==> config.mk <==
export PLATFORM = sky130hd
export DESIGN_NAME = shift_pipe_dual
export DESIGN_NICKNAME = d
export VERILOG_FILES = /design/src/rtl/shift_pipe_dual_pkg.sv /design/src/rtl/shift_pipe_dual_stage.sv /design/src/rtl/shift_pipe_dual.sv
export SDC_FILE = /design/constraint.sdc
export NUM_CORES = 1
export LEC_CHECK = 0
export BUFFER_PORTS_ARGS = -buffer_cell sky130_fd_sc_hd__buf_2
export CORE_AREA = 2 2 39 41
export CTS_BUF_LIST = sky130_fd_sc_hd__clkbuf_2 sky130_fd_sc_hd__clkbuf_4 sky130_fd_sc_hd__clkbuf_8
export CTS_CLUSTER_SIZE = 10
export DETAILED_ROUTE_END_ITERATION = 6
export DIE_AREA = 0 0 41 43
export PLACE_DENSITY = 0.67
export REMOVE_ABC_BUFFERS = 1
export SYNTH_ARGS = -nofsm -noshare
export SYNTH_HDL_FRONTEND = slang
export SYNTH_SLANG_ARGS = --single-unit
==> constraint.sdc <==
create_clock -name clk -period 1.2 [get_ports clk]
set_input_delay 0.06 -clock clk [delete_from_list [all_inputs] [get_ports clk]]
set_output_delay 0.06 -clock clk [all_outputs]
set_load 0.1 [all_outputs]
==> src/rtl/shift_pipe_dual_pkg.sv <==
// Default geometry shared by lab top-levels that instantiate shift_pipe_dual.
package shift_pipe_dual_pkg;

   localparam int unsigned DEF_WIDTH = 2;
   localparam int unsigned DEF_DEPTH = 4;
   localparam int unsigned DEF_TAP   = 1;

endpackage : shift_pipe_dual_pkg

==> src/rtl/shift_pipe_dual_stage.sv <==
// One pipeline register: async active-low reset, synchronous flush, enable.
module shift_pipe_stage
   import shift_pipe_dual_pkg::*;
#(
   parameter int unsigned WIDTH = DEF_WIDTH
) (
   input  logic             clk,
   input  logic             rst_n,
   input  logic             en,
   input  logic             clr,
   input  logic [WIDTH-1:0] d,
   output logic [WIDTH-1:0] q
);

   logic [WIDTH-1:0] q_q;
   logic [WIDTH-1:0] q_d;

   // Flush beats enable; otherwise hold.
   always_comb begin
      q_d = q_q;
      if (clr) begin
         q_d = '0;
      end else if (en) begin
         q_d = d;
      end
   end

   always_ff @(posedge clk or negedge rst_n) begin
      if (!rst_n) begin
         q_q <= '0;
      end else begin
         q_q <= q_d;
      end
   end

   assign q = q_q;

endmodule : shift_pipe_stage

==> src/rtl/shift_pipe_dual.sv <==
// Enable-gated WIDTH x DEPTH shift pipeline with a final-stage output y, an
// intermediate tap z, and fill-count-driven valid flags for each.
module shift_pipe_dual
   import shift_pipe_dual_pkg::*;
#(
   parameter  int unsigned WIDTH = DEF_WIDTH,
   parameter  int unsigned DEPTH = DEF_DEPTH,
   parameter  int unsigned TAP   = DEF_TAP,
   localparam int unsigned CW    = $clog2(DEPTH + 1)
) (
   input  logic             clk,
   input  logic             rst_n,
   input  logic             en,
   input  logic             clr,
   input  logic [WIDTH-1:0] din,
   output logic [WIDTH-1:0] y,
   output logic [WIDTH-1:0] z,
   output logic             y_valid,
   output logic             z_valid,
   output logic [CW-1:0]    fill_cnt
);

   generate
      if (WIDTH < 1 || DEPTH < 1 || TAP < 1 || TAP > DEPTH) begin : g_bad_params
         $error("shift_pipe_dual: illegal WIDTH/DEPTH/TAP combination");
      end
   endgenerate

   // stg[0] is the input; stg[k] is the output of stage k.
   logic [WIDTH-1:0] stg [DEPTH+1];

   assign stg[0] = din;

   for (genvar k = 1; k <= DEPTH; k++) begin : g_stage
      shift_pipe_stage #(
         .WIDTH (WIDTH)
      ) u_stage (
         .clk   (clk),
         .rst_n (rst_n),
         .en    (en),
         .clr   (clr),
         .d     (stg[k-1]),
         .q     (stg[k])
      );
   end

   assign y = stg[DEPTH];
   assign z = stg[TAP];

   logic [CW-1:0] fill_q;
   logic [CW-1:0] fill_d;

   // Counts accepted samples and stops at DEPTH so the valids never drop on wrap.
   always_comb begin
      fill_d = fill_q;
      if (clr) begin
         fill_d = '0;
      end else if (en && (fill_q != CW'(DEPTH))) begin
         fill_d = fill_q + CW'(1);
      end
   end

   always_ff @(posedge clk or negedge rst_n) begin
      if (!rst_n) begin
         fill_q <= '0;
      end else begin
         fill_q <= fill_d;
      end
   end

   assign fill_cnt = fill_q;
   assign y_valid  = (fill_q == CW'(DEPTH));
   assign z_valid  = (fill_q >= CW'(TAP));

endmodule : shift_pipe_dual
* Word level (Yosys, flattened, before mapping) *
Index checks and enable logic that the tools add are counted.

operators by class
  add/subtract/negate cells = 1
  $mul = 0
  divide/modulo/power cells = 0
  magnitude comparators = 1
  equality and inequality tests = 2
  shifts and indexed selects = 0
  multiplexer cells = 10
  bitwise operators = 0
  reduce and logical (&&, ||, !) cells = 3

operators by type and width
  operator                                                                number
  2-bit 2-to-1 mux                                                        8
  3-bit 2-to-1 mux                                                        2
  2-bit nonzero test                                                      2
  3-bit by 1-bit adder with 3-bit output (second input constant)          1
  3-bit == test (second input constant)                                   1
  3-bit by 1-bit >= comparator with 1-bit output (second input constant)  1
  3-bit inequality test (second input constant)                           1
  1-bit logical AND                                                       1

word-level totals
  register bits = 11
  bits in latches = 0
  bits in writable memories = 0
  ROM bits = 0
  bits of input ports = 6
  output and inout bits = 9
  word-level logic and storage cells = 22
  memories kept = 0

* Longest topological paths before layout *
  depth after elaboration = 4
  depth in mapped cells = 4
  mapped depth without buffers = 4

* Hierarchy *
From an unflattened synthesis, not the netlist that was laid out.

unflattened totals
  cells, all modules = 44
  area, all modules = 521.8 µm²

by module, submodules not included
  module            instances  cells an instance  area an instance (µm²)  seq. area each (µm²)
  shift_pipe_stage  4          6                  77.6                    50.0
  shift_pipe_dual   1          20                 211.5                   75.1

* Worst setup path before layout *
OpenSTA, ideal clock, no wires.

  path kind = reg2out
  from = reg fill_q[1], in the netlist fill_cnt[1]
  to = out z_valid
  arrival time = 2142 ps
  required time = 1140 ps
  setup slack = -1002 ps
  stages on the path, launching flop included = 4
  buffers on the path = 0
  cell sequence = dfrtp_1 inv_1 ha_1 or4_1

between the ends
  word-level cells in the longest chain between the ends = 1

ends and longest elaborated chain
  what                                            line                   RTL
  from (decl)                                     shift_pipe_dual.sv:50  logic [CW-1:0] fill_q;
  from (signal assigned)                          shift_pipe_dual.sv:67  fill_q <= fill_d;
  3-bit by 1-bit >= comparator with 1-bit output  shift_pipe_dual.sv:73  assign z_valid = (fill_q >= CW'(TAP));
  to (decl)                                       shift_pipe_dual.sv:19  output logic z_valid,

No other way between the ends.

* Final worst setup path *
Ends and elaborated chain as after synthesis.

==> qor.txt <==
final net count -> 84
total track usage -> 14.3%
die span in y -> 43 um
Peak VDD IR -> 673 uV
Clk Latency, worst-skew pair -> 0.26 ns
setup tns final -> -0.800 ns
Hold Vio Cnt, Final -> 0
Initial Util -> 39.3%
antenna viol nets, final -> 0
Longest Clk Path Bufs -> 2
Startpoint Class -> register
vias in the first global route -> 432
DR DRC count -> 0
cell taking the most area after synthesis -> dfrtp_1
initial DRC count -> 1
WS Path Type -> register to output pin
flops & latches, synth -> 11
share of cells above drive strength 1 -> 51.4%
fin crit share -> 128%
Tightest Pin Transition -> 0.487 ns
final number of setup-violating endpoints -> 5
total number of vias -> 427
clk root buf -> clkbuf_4
Max Fanout on Critical Path -> 3
die area -> 1760 um2
row count -> 14
Hold Crit Class -> input port to register
CP Data Required Time -> 1.14 ns
most frequent cells in the layout -> dfrtp_1, mux2i_1, nor2_1, buf_2, buf_4
yosys warns -> 0
routed length per instance -> 11.3 um
Core Box Area -> 1380 um2
clock slew at reported path FFs -> 0.07 ns
CTS tree -> done
I/O Buffers -> 14
drt pass-1 iters -> 3
Max Cap Viol -> 0
Netlist Area Pre-Place -> 544 um2
status -> finished with violations
cell count after synthesis -> 46
grt ovf -> 0
failing checks -> setup timing
setup ws final -> -0.330 ns
Final min period -> 1.53 ns
clk_skew -> 0.00183 ns
Yosys top cell area share -> 50.6%
Via density -> 4.74
leakage -> 0.441 nW
top post-synthesis cells by area -> dfrtp_1, mux2i_1, ha_1, nor2_1, nand2b_1
width of the die -> 41 um
Setup crit end kind -> output pin
Max-slew headroom -> 67.8%
Detailed Route WL -> 1010 um
clock sinks -> 11
initial antenna violation count -> 0
Fmax -> 653 MHz
clock buffer count from CTS -> 3
largest net degree at the start of global routing -> 14
ant diodes -> 0
post-synthesis cell type count -> 16
Critical Path AT -> 1.47 ns
I/O pin cnt -> 15
Area Growth Syn to Fin -> 56.3%
Final Max Tran Viols -> 0
GPL Wtd Cong -> 0.670
first-pass GRT wire length -> 1660 um
sequential share of the synthesized area -> 50.6%
Pwr per Cell Area -> 1210 nW/um2
most common cell after layout, fill and taps aside -> dfrtp_1
unrepaired setup endpoints after global routing -> yes
post-place setup slack -> -0.168 ns
Post-Syn Area per Cell -> 11.8 um2
htree depth -> 1
HPWL after DPL -> 737 um
-- per-layer routing --
layer / global-route usage (%) / vias to the layer above / part of all wire, %
li1: - / 211 / -
met1: 16.0 / 202 / 44
met2: 23.4 / 10 / 51
met3: 1.57 / 4 / 2.9
met4: 10.0 / 0 / 1.7
met5: 0 / - / 0
-- repair_timing --
item / in CTS / in global routing
endpoints found under the hold margin: 11 / 0
buffers inserted: 4 / 1
gates cloned: 0 / 0
gates resized for setup: 12 / 4
hold buffers: 1 / 0
endpoints found under the setup margin: 4 / 7
pin swaps: 2 / 1
-- cell usage after synthesis --
master / number
nor3_2: 1
a21boi_2: 1
nand2b_1: 2
buf_6: 1
or4_1: 1
buf_4: 1
nor2b_1: 1
and2_2: 1
nor2_1: 9
ha_1: 3
mux2i_1: 9
and4b_1: 1
mux2_2: 1
inv_1: 2
dfrtp_1: 11
a21oi_1: 1
-- area by class of cell --
| type | instances | area [um2] |
|---|---|---|
| Clock buffer | 4 | 30.0 |
| Fill cell | 116 | 533 |
| Inverter | 2 | 7.51 |
| Multi-Input combinational cell | 31 | 269 |
| Sequential cell | 11 | 275 |
| Tap cell | 16 | 20.0 |
| Timing Repair Buffer | 26 | 249 |
-- per-stage QoR --
stage	instances	hold slack, ns	power (mW)	instance area [um2]	utilization [%]
2_1_floorplan	44	-0.236	0.590	526	-
3_3_place_gp	81	-0.0664	0.693	728	52.6
3_5_place_dp	81	-0.0605	0.697	728	52.6
4_1_cts	90	0.0452	1.03	841	60.8
5_1_grt	90	0.0905	1.07	851	61.5
6_report	90	0.0484	1.03	851	61.5
-- power by group --
group,total [mW],leakage [nW],internal [mW],switching [mW]
Combinational,0.362,0.273,0.148,0.214
Sequential,0.395,0.150,0.385,0.0104
Clock,0.272,0.0184,0.151,0.121
Total,1.03,0.441,0.684,0.345
-- critical path: stages (launching register included) --
cell and delay, ns:
dfrtp_1 0.40, buf_4 0.14, or4_4 0.48, buf_12 0.18
-- registers in the layout, summed over array words and instances, names as in the netlist --
register           flops
fill_cnt               3
g_stage.u_stage.q      8
-- logic make-up (layout without fill, tap and decap cells) --
logic type | after synthesis | count (layout) | synth area share, %
AND/OR/NAND/NOR | 16 | 16 | 16.1
adder cells (fa/ha/maj) | 3 | 3 | 6.90
multiplexers | 10 | 10 | 18.6
flip-flops | 11 | 11 | 50.6
buffers and inverters | 4 | 32 | 4.83
AO/OA/AOI/OAI | 2 | 2 | 2.99
-- final timing paths --
kind	from	end	slack, ns	cells past startpoint
max reg2reg	fill_cnt[0]	fill_cnt[0]	-0.13	5
min reg2reg	g_stage[4].u_stage.q[0]	g_stage[4].u_stage.q[0]	0.52	2
max in group asynchronous	rst_n	g_stage[4].u_stage.q[0]	0.80	2
max	fill_cnt[1]	z_valid	-0.33	3
min in group asynchronous	rst_n	fill_cnt[0]	0.20	2
min	din[0]	g_stage[1].u_stage.q[0]	0.05	3
Power figures use the tool's default switching activity.
